## config.mk

```make
export PLATFORM = sky130hd
export DESIGN_NAME = encoder8to3_stream
export DESIGN_NICKNAME = d
export VERILOG_FILES = /design/src/rtl/enc_pkg.sv /design/src/rtl/pe8to3.sv /design/src/rtl/encoder8to3_stream.sv
export SDC_FILE = /design/constraint.sdc
export NUM_CORES = 1
export LEC_CHECK = 0
export BUFFER_PORTS_ARGS = -buffer_cell sky130_fd_sc_hd__buf_2
export CAP_MARGIN = 0
export CORE_MARGIN = 4
export CORE_UTILIZATION = 48
export CTS_BUF_LIST = sky130_fd_sc_hd__clkbuf_4 sky130_fd_sc_hd__clkbuf_8
export DETAILED_ROUTE_END_ITERATION = 12
export GPL_TIMING_DRIVEN = 0
export PLACE_DENSITY = 0.79
export SETUP_SLACK_MARGIN = 0.3
export SYNTH_ARGS = -nofsm -noshare
export SYNTH_HDL_FRONTEND = slang
export SYNTH_SLANG_ARGS = --single-unit
```

## constraint.sdc

```tcl
create_clock -name clk -period 1.75 [get_ports clk]
set_clock_uncertainty 0.1 [all_clocks]
set_input_delay 0.0875 -clock clk [delete_from_list [all_inputs] [get_ports clk]]
set_output_delay 0.0875 -clock clk [all_outputs]
set_load 0.05 [all_outputs]
```

## src/rtl/enc_pkg.sv

```systemverilog
// Shared definitions for the streaming 8-to-3 priority encoder:
// FSM state encoding, widths and a small bit-count helper.
package enc_pkg;

  localparam int N  = 8;
  localparam int AW = 3;

  typedef logic [0:0] state_t;
  localparam state_t IDLE = 1'b0;
  localparam state_t EMIT = 1'b1;

  localparam logic [N-1:0] LSB_ONE = {{(N-1){1'b0}}, 1'b1};

  // True when v has zero or one bit set (clearing the lowest set bit leaves nothing).
  function automatic logic at_most_one(input logic [N-1:0] v);
    return (v & (v - LSB_ONE)) == '0;
  endfunction

endpackage

```

## src/rtl/pe8to3.sv

```systemverilog
// Combinational priority encoder: picks the highest (msb_first=1) or lowest
// set bit of vec and returns its index, an any-set flag and a one-hot mask.
module pe8to3
  import enc_pkg::*;
(
  input  logic [N-1:0]  vec,
  input  logic          msb_first,
  output logic [AW-1:0] idx,
  output logic          any,
  output logic [N-1:0]  mask
);

  // Later loop iterations override earlier ones, so scan order sets priority.
  always_comb begin
    idx = '0;
    if (msb_first) begin
      for (int i = 0; i < N; i++) begin
        if (vec[i]) idx = AW'(i);
      end
    end else begin
      for (int i = N - 1; i >= 0; i--) begin
        if (vec[i]) idx = AW'(i);
      end
    end
  end

  assign any  = |vec;
  assign mask = any ? (LSB_ONE << idx) : '0;

endmodule

```

## src/rtl/encoder8to3_stream.sv

```systemverilog
// Streaming priority encoder: latches one request vector, then emits the index
// of every set bit as a separate beat (or one V=0 beat for an empty vector).
module encoder8to3_stream
  import enc_pkg::state_t, enc_pkg::IDLE, enc_pkg::EMIT, enc_pkg::at_most_one;
#(
  parameter int N         = 8,
  parameter int AW        = 3,
  parameter bit MSB_FIRST = 1'b1
) (
  input  logic          clk,
  input  logic          rst,
  input  logic [N-1:0]  D,
  input  logic          E,
  input  logic          in_valid,
  output logic          in_ready,
  output logic [AW-1:0] A,
  output logic          V,
  output logic          last,
  output logic          out_valid,
  input  logic          out_ready,
  output logic          dbg_state
);

  // Handshakes: a transfer happens on a rising edge where valid and ready are
  // both high. in_ready is high only in IDLE and out_valid only in EMIT, so the
  // two sides never transfer in the same cycle; while out_ready is low the beat
  // (A/V/last) and the pending register hold.

  state_t          state;
  logic [N-1:0]    pending;
  logic [AW-1:0]   pe_idx;
  logic            pe_any;
  logic [N-1:0]    pe_mask;
  logic            emit;
  logic            single;

  pe8to3 u_pe (
    .vec       (pending),
    .msb_first (MSB_FIRST),
    .idx       (pe_idx),
    .any       (pe_any),
    .mask      (pe_mask)
  );

  assign emit   = (state == EMIT);
  assign single = at_most_one(pending);

  assign in_ready  = (state == IDLE);
  assign out_valid = emit;
  assign A         = emit ? pe_idx : '0;
  assign V         = emit & pe_any;
  assign last      = emit & single;
  assign dbg_state = state[0];

  always_ff @(posedge clk) begin
    if (rst) begin
      state   <= IDLE;
      pending <= '0;
    end else begin
      case (state)
        IDLE: begin
          if (in_valid) begin
            pending <= E ? D : '0;
            state   <= EMIT;
          end
        end
        EMIT: begin
          if (out_ready) begin
            pending <= pending & ~pe_mask;
            if (single) state <= IDLE;
          end
        end
        default: begin
          state   <= IDLE;
          pending <= '0;
        end
      endcase
    end
  end

endmodule
```

# ---- Word-level counts from Yosys, hierarchy flattened
# Index checks and enable logic that the tools add are counted.
dict set report op_classes {
  bitwise 6
  eq_ne 2
  shift 1
  add_sub_neg 1
  muxes 17
  reduce_logical 3
}
# op n
set op_table {}
lappend op_table {{$mux 8} 4}
lappend op_table {{$and 8x8->8} 2}
lappend op_table {{$pmux 8 s2} 1}
lappend op_table {{$mux 3} 5}
lappend op_table {{$logic_not 8->1} 1}
lappend op_table {{$not 8->8} 1}
lappend op_table {{$reduce_or 8->1} 1}
lappend op_table {{$shl 1x3->8 const A} 1}
lappend op_table {{$sub 8x1->8 const B} 1}
lappend op_table {{$mux 1} 4}
lappend op_table {{$mux 2} 2}
lappend op_table {{$ne 2x2->1 const B} 2}
lappend op_table {{$and 1x1->1} 2}
lappend op_table {{$pmux 1 s2} 1}
lappend op_table {{$reduce_and 2->1} 1}
lappend op_table {{$not 1->1} 1}
dict set report word_totals {
  out_inout_bits 8
  reg_bits 9
  wordCells 32
  input_bits 13
}

# ---- Logic depth before layout (Yosys ltp)
dict set report logic_depth {
  depth_word 13
  depth_mapped 5
  mapped_depth_nobuf 4
}

# ---- By module
# A second synthesis with hierarchy kept.
dict set report unflattened {
  cells_unflattened 113
  hier_area_um2 782.0
}
# module area_per_inst_um2 instances cells_each
set by_module_without_submodules {}
lappend by_module_without_submodules {encoder8to3_stream 509.2 1 69}
lappend by_module_without_submodules {pe8to3 272.8 1 44}

# ---- Least setup slack after synthesis
# No wires, ideal clock.
dict set report synth_path {
  path_type {register -> output}
  startpoint {reg state, in the netlist dbg_state}
  endpoint {out V}
  setup_slack_ps -392
  arrival_ps 1954
  path_stages_with_launch 4
  n_path_buf 1
  path_cell_list {dfxtp_1 -> buf_6 -> inv_1 -> a21oi_1}
}
dict set report synth_between {
  elab_chain_cells 1
}
# element line
set synth_rtl {}
lappend synth_rtl {{start: declaration} encoder8to3_stream.sv:29} ;# state_t state;
lappend synth_rtl {{start signal: assignment} encoder8to3_stream.sv:57} ;# state <= IDLE;
lappend synth_rtl {{start signal: assignment} encoder8to3_stream.sv:64} ;# state <= EMIT;
lappend synth_rtl {{start signal: assignment} encoder8to3_stream.sv:70} ;# if (single) state <= IDLE;
lappend synth_rtl {{$and 1x1->1} encoder8to3_stream.sv:51} ;# assign V = emit & pe_any;
lappend synth_rtl {{end: declaration} encoder8to3_stream.sv:17} ;# output logic V,
# No other way between the ends.

# ---- Final worst setup path
dict set report layout_path {
  startpoint {reg pending[0]}
  endpoint {out last}
}
dict set report layout_between {
  elab_chain_cells 4
}
# element line
set layout_rtl {}
lappend layout_rtl {{start: declaration} encoder8to3_stream.sv:30} ;# logic [N-1:0] pending;
lappend layout_rtl {{start signal: assignment} encoder8to3_stream.sv:63} ;# pending <= E ? D : '0;
lappend layout_rtl {{start signal: assignment} encoder8to3_stream.sv:69} ;# pending <= pending & ~pe_mask;
lappend layout_rtl {{$sub 8x1->8} enc_pkg.sv:16} ;# return (v & (v - LSB_ONE)) == '0;
lappend layout_rtl {{$and 8x8->8 (*)} enc_pkg.sv:16}
lappend layout_rtl {{$logic_not 8->1 (*)} enc_pkg.sv:16}
lappend layout_rtl {{$and 1x1->1 (*)} encoder8to3_stream.sv:52} ;# assign last = emit & single;
lappend layout_rtl {{end: declaration} encoder8to3_stream.sv:18} ;# output logic last,
# Every way passes the cells marked *; elsewhere a longest branch is shown, timed or not.

==> impl_metrics.yaml <==
yosys:
  synth_common_cells: "9 x dfxtp_1, 8 x a21oi_1, 6 x nand2_1, 6 x nor2_1"
  synth_edf_count: 0
  yosysTopAreaCell: "dfxtp_1"
  ys_async_sr_fraction_pct: 0
  netlist_top_cells_area: "dfxtp_1 26%, a21oi_1 5.8%, a311oi_1 5.1%"
  synth.most_common_cell: "dfxtp_1"
  syn-mean-instance-area_um2: 8.067
  synth_nets: 98
  ys.flop_type: "dfxtp_1"
  ys_warn_count: 0
  ys_ff_latch: 9
  synth_cell_type_count: 37
  ys_seq_area_share_pct: 26.28
  synth_top_area_share_pct: 26.28
  syn-instance-count: 85
  syn-cell-area_um2: 685.7
worst_setup_path:
  cp.arrival_ps: 1640
  crit_type: "flip-flop to output pin"
  r2r_cells: 8
  worstPathMaxFanout: 5
  cp.required_ps: 1560
  cp-end-kind: "output pin"
  r2r-start: "pending[2]"
  r2r_setup_slack_ps: 80
  cp-start-kind: "flip-flop"
  r2r_end: "pending[6]"
run_status:
  status: "finished, violations left"
  failed_checks: "negative setup slack"
placement:
  gp_congestion: 0.8180
  dpl_cell_area_um2: 830.8
  portBuffers: 18
  hpwl_mm: 1.273
layout:
  syn_to_final_growth_pct: 75.55
  nets: 138
  drive_gt1_share_pct: 62.10
  antenna_cells: 0
  finish.instance_area_um2: 1204
  final_util_pct: 91.36
drt:
  dr.first_iter.drc_count: 68
  num_vias: 918
  wire_per_inst_um: 20.24
  dr.pass1.iters: 4
  remaining_drc_errors: 0
  routed_via_density: 6.604
  ant_nets: 0
  wl_mm: 2.814
timing:
  setup_slack_ps: -77.50
  rsz0062_at_grt: "yes"
  final-setup-viol-count: 2
  hold_violations: 0
  slew-limit-headroom_pct: 66.53
  max_freq_ghz: 0.5472
  drv_slew: 0
  worstMarginPinSlew_ps: 502.1
  whs_ps: 30.35
  period_needed_ps: 1827
  post-route-period-util_pct: 104.4
floorplanning:
  start_util_pct: 52.04
  io_pins: 21
  dieArea_um2: 2097
  die_h_um: 45.80
  core_um2: 1318
  die_w_um: 45.80
  rows: 13
min_path:
  min-delay-start: "D[2]"
  hold_class: "input port to flip-flop"
  hold_depth: 3
  hold_end: "pending[2]"
pwr:
  vdd_drop_max_uv: 627.6
  power_mw: 0.7543
  cellPowerDensity_nw_per_um2: 626.7
  leakage_nw: 0.4806
flow_run:
  maxCapViolCount: 0
global_route:
  grt_pass1_wl_mm: 3.946
  grt_max_degree: 11
  use_met3_pct: 2.767
  grt_pass1_vias: 843
  overflow: 0
  track_usage_pct: 26.07
  top_usage_layer: "met2"
  use_met2_pct: 45.68
  antenna_found_initial: 0
  met1_usage_pct: 32.62
clock_tree:
  clockBufferDepth: 2
  htree_num_levels: 1
  cts_root_buf: "clkbuf_4"
  clock-sinks: 9
  cts_tree: "yes"
  clock_latency_ps: 270
  cts_made_buffers: 3
  clk_pin_slew_ps: 80
## worst max-delay path by stage
stage                    start          to  slack (ps)  depth (start not counted)
floorplan            dbg_state  pending[2]         190                          5
global placement    pending[3]        last        -100                          5
detailed placement  pending[3]        last        -110                          5
CTS                 pending[1]        last         -70                          5
global route        pending[2]        last        -110                          5
finish              pending[0]        last         -80                          5
## worst max-delay path, stage by stage (launching register included)
cell and delay [ps]:
dfxtp_4 380, maj3_2 330, nor3_4 130, a2bb2oi_2 210, and2_4 180, buf_8 140
## registers in the layout, summed over array words and instances, names as in the netlist
name       flops
pending        8
dbg_state      1
## routing by layer
metal  part of all wire, %  vias up
met5                     0        -
met4                   3.0        0
met3                   9.8       12
met2                    50       68
met1                    37      436
li1                      -      402
## cell usage in the layout, fill, tap and decap left out, types with 3 or more instances in the layout
cell type,netlist,layout
clkbuf_4,0,4
dfxtp_2,0,3
a211oi_2,1,4
a311oi_1,4,3
a31oi_1,3,3
buf_8,0,3
dlygate4sd3_1,0,5
dfxtp_4,0,4
buf_6,1,8
a21oi_1,8,5
buf_4,3,12
nor2_1,6,3
buf_2,3,14
nand2_1,6,5
## final cells by class
type / instances / area, um2
Multi-Input combinational cell: 64 / 571.8
Timing Repair Buffer: 35 / 291.5
Sequential cell: 9 / 198.9
Fill cell: 56 / 113.9
Buffer: 9 / 77.57
Clock buffer: 4 / 30.03
Tap cell: 15 / 18.77
Inverter: 3 / 15.01
## report_power, final
part | internal, mW | switching, mW | total (mW)
combinational | 0.148 | 0.184 | 0.333
clock | 0.104 | 0.0934 | 0.197
sequential | 0.212 | 0.0126 | 0.224
total | 0.464 | 0.291 | 0.754
## logic make-up after synthesis
kind of cell | Yosys count | synth area share (%)
buf+inv | 12 | 10.03
compound gates | 30 | 30.84
fa+ha+maj | 1 | 1.460
mux | 1 | 3.284
flops | 9 | 26.28
simple gates | 32 | 28.10
## per-stage QoR
stage | std cells | worst slack, ps | TNS [ps]
detailed placement | 118 | -106.9 | -106.9
floorplan | 85 | 187.5 | 0
global route | 139 | -109.7 | -140.8
CTS | 137 | -65.23 | -65.23
global placement | 118 | -101.8 | -101.8
finish | 139 | -77.50 | -80.83
## timing repair
action	4_1_cts	5_1_grt
pin swaps	11	14
hold buffers	5	0
setup buffers	10	2
gates resized for setup	39	17
endpoints found under the hold margin	5	0
endpoints found under the setup margin	10	13
(Power assumes the default switching activity.)
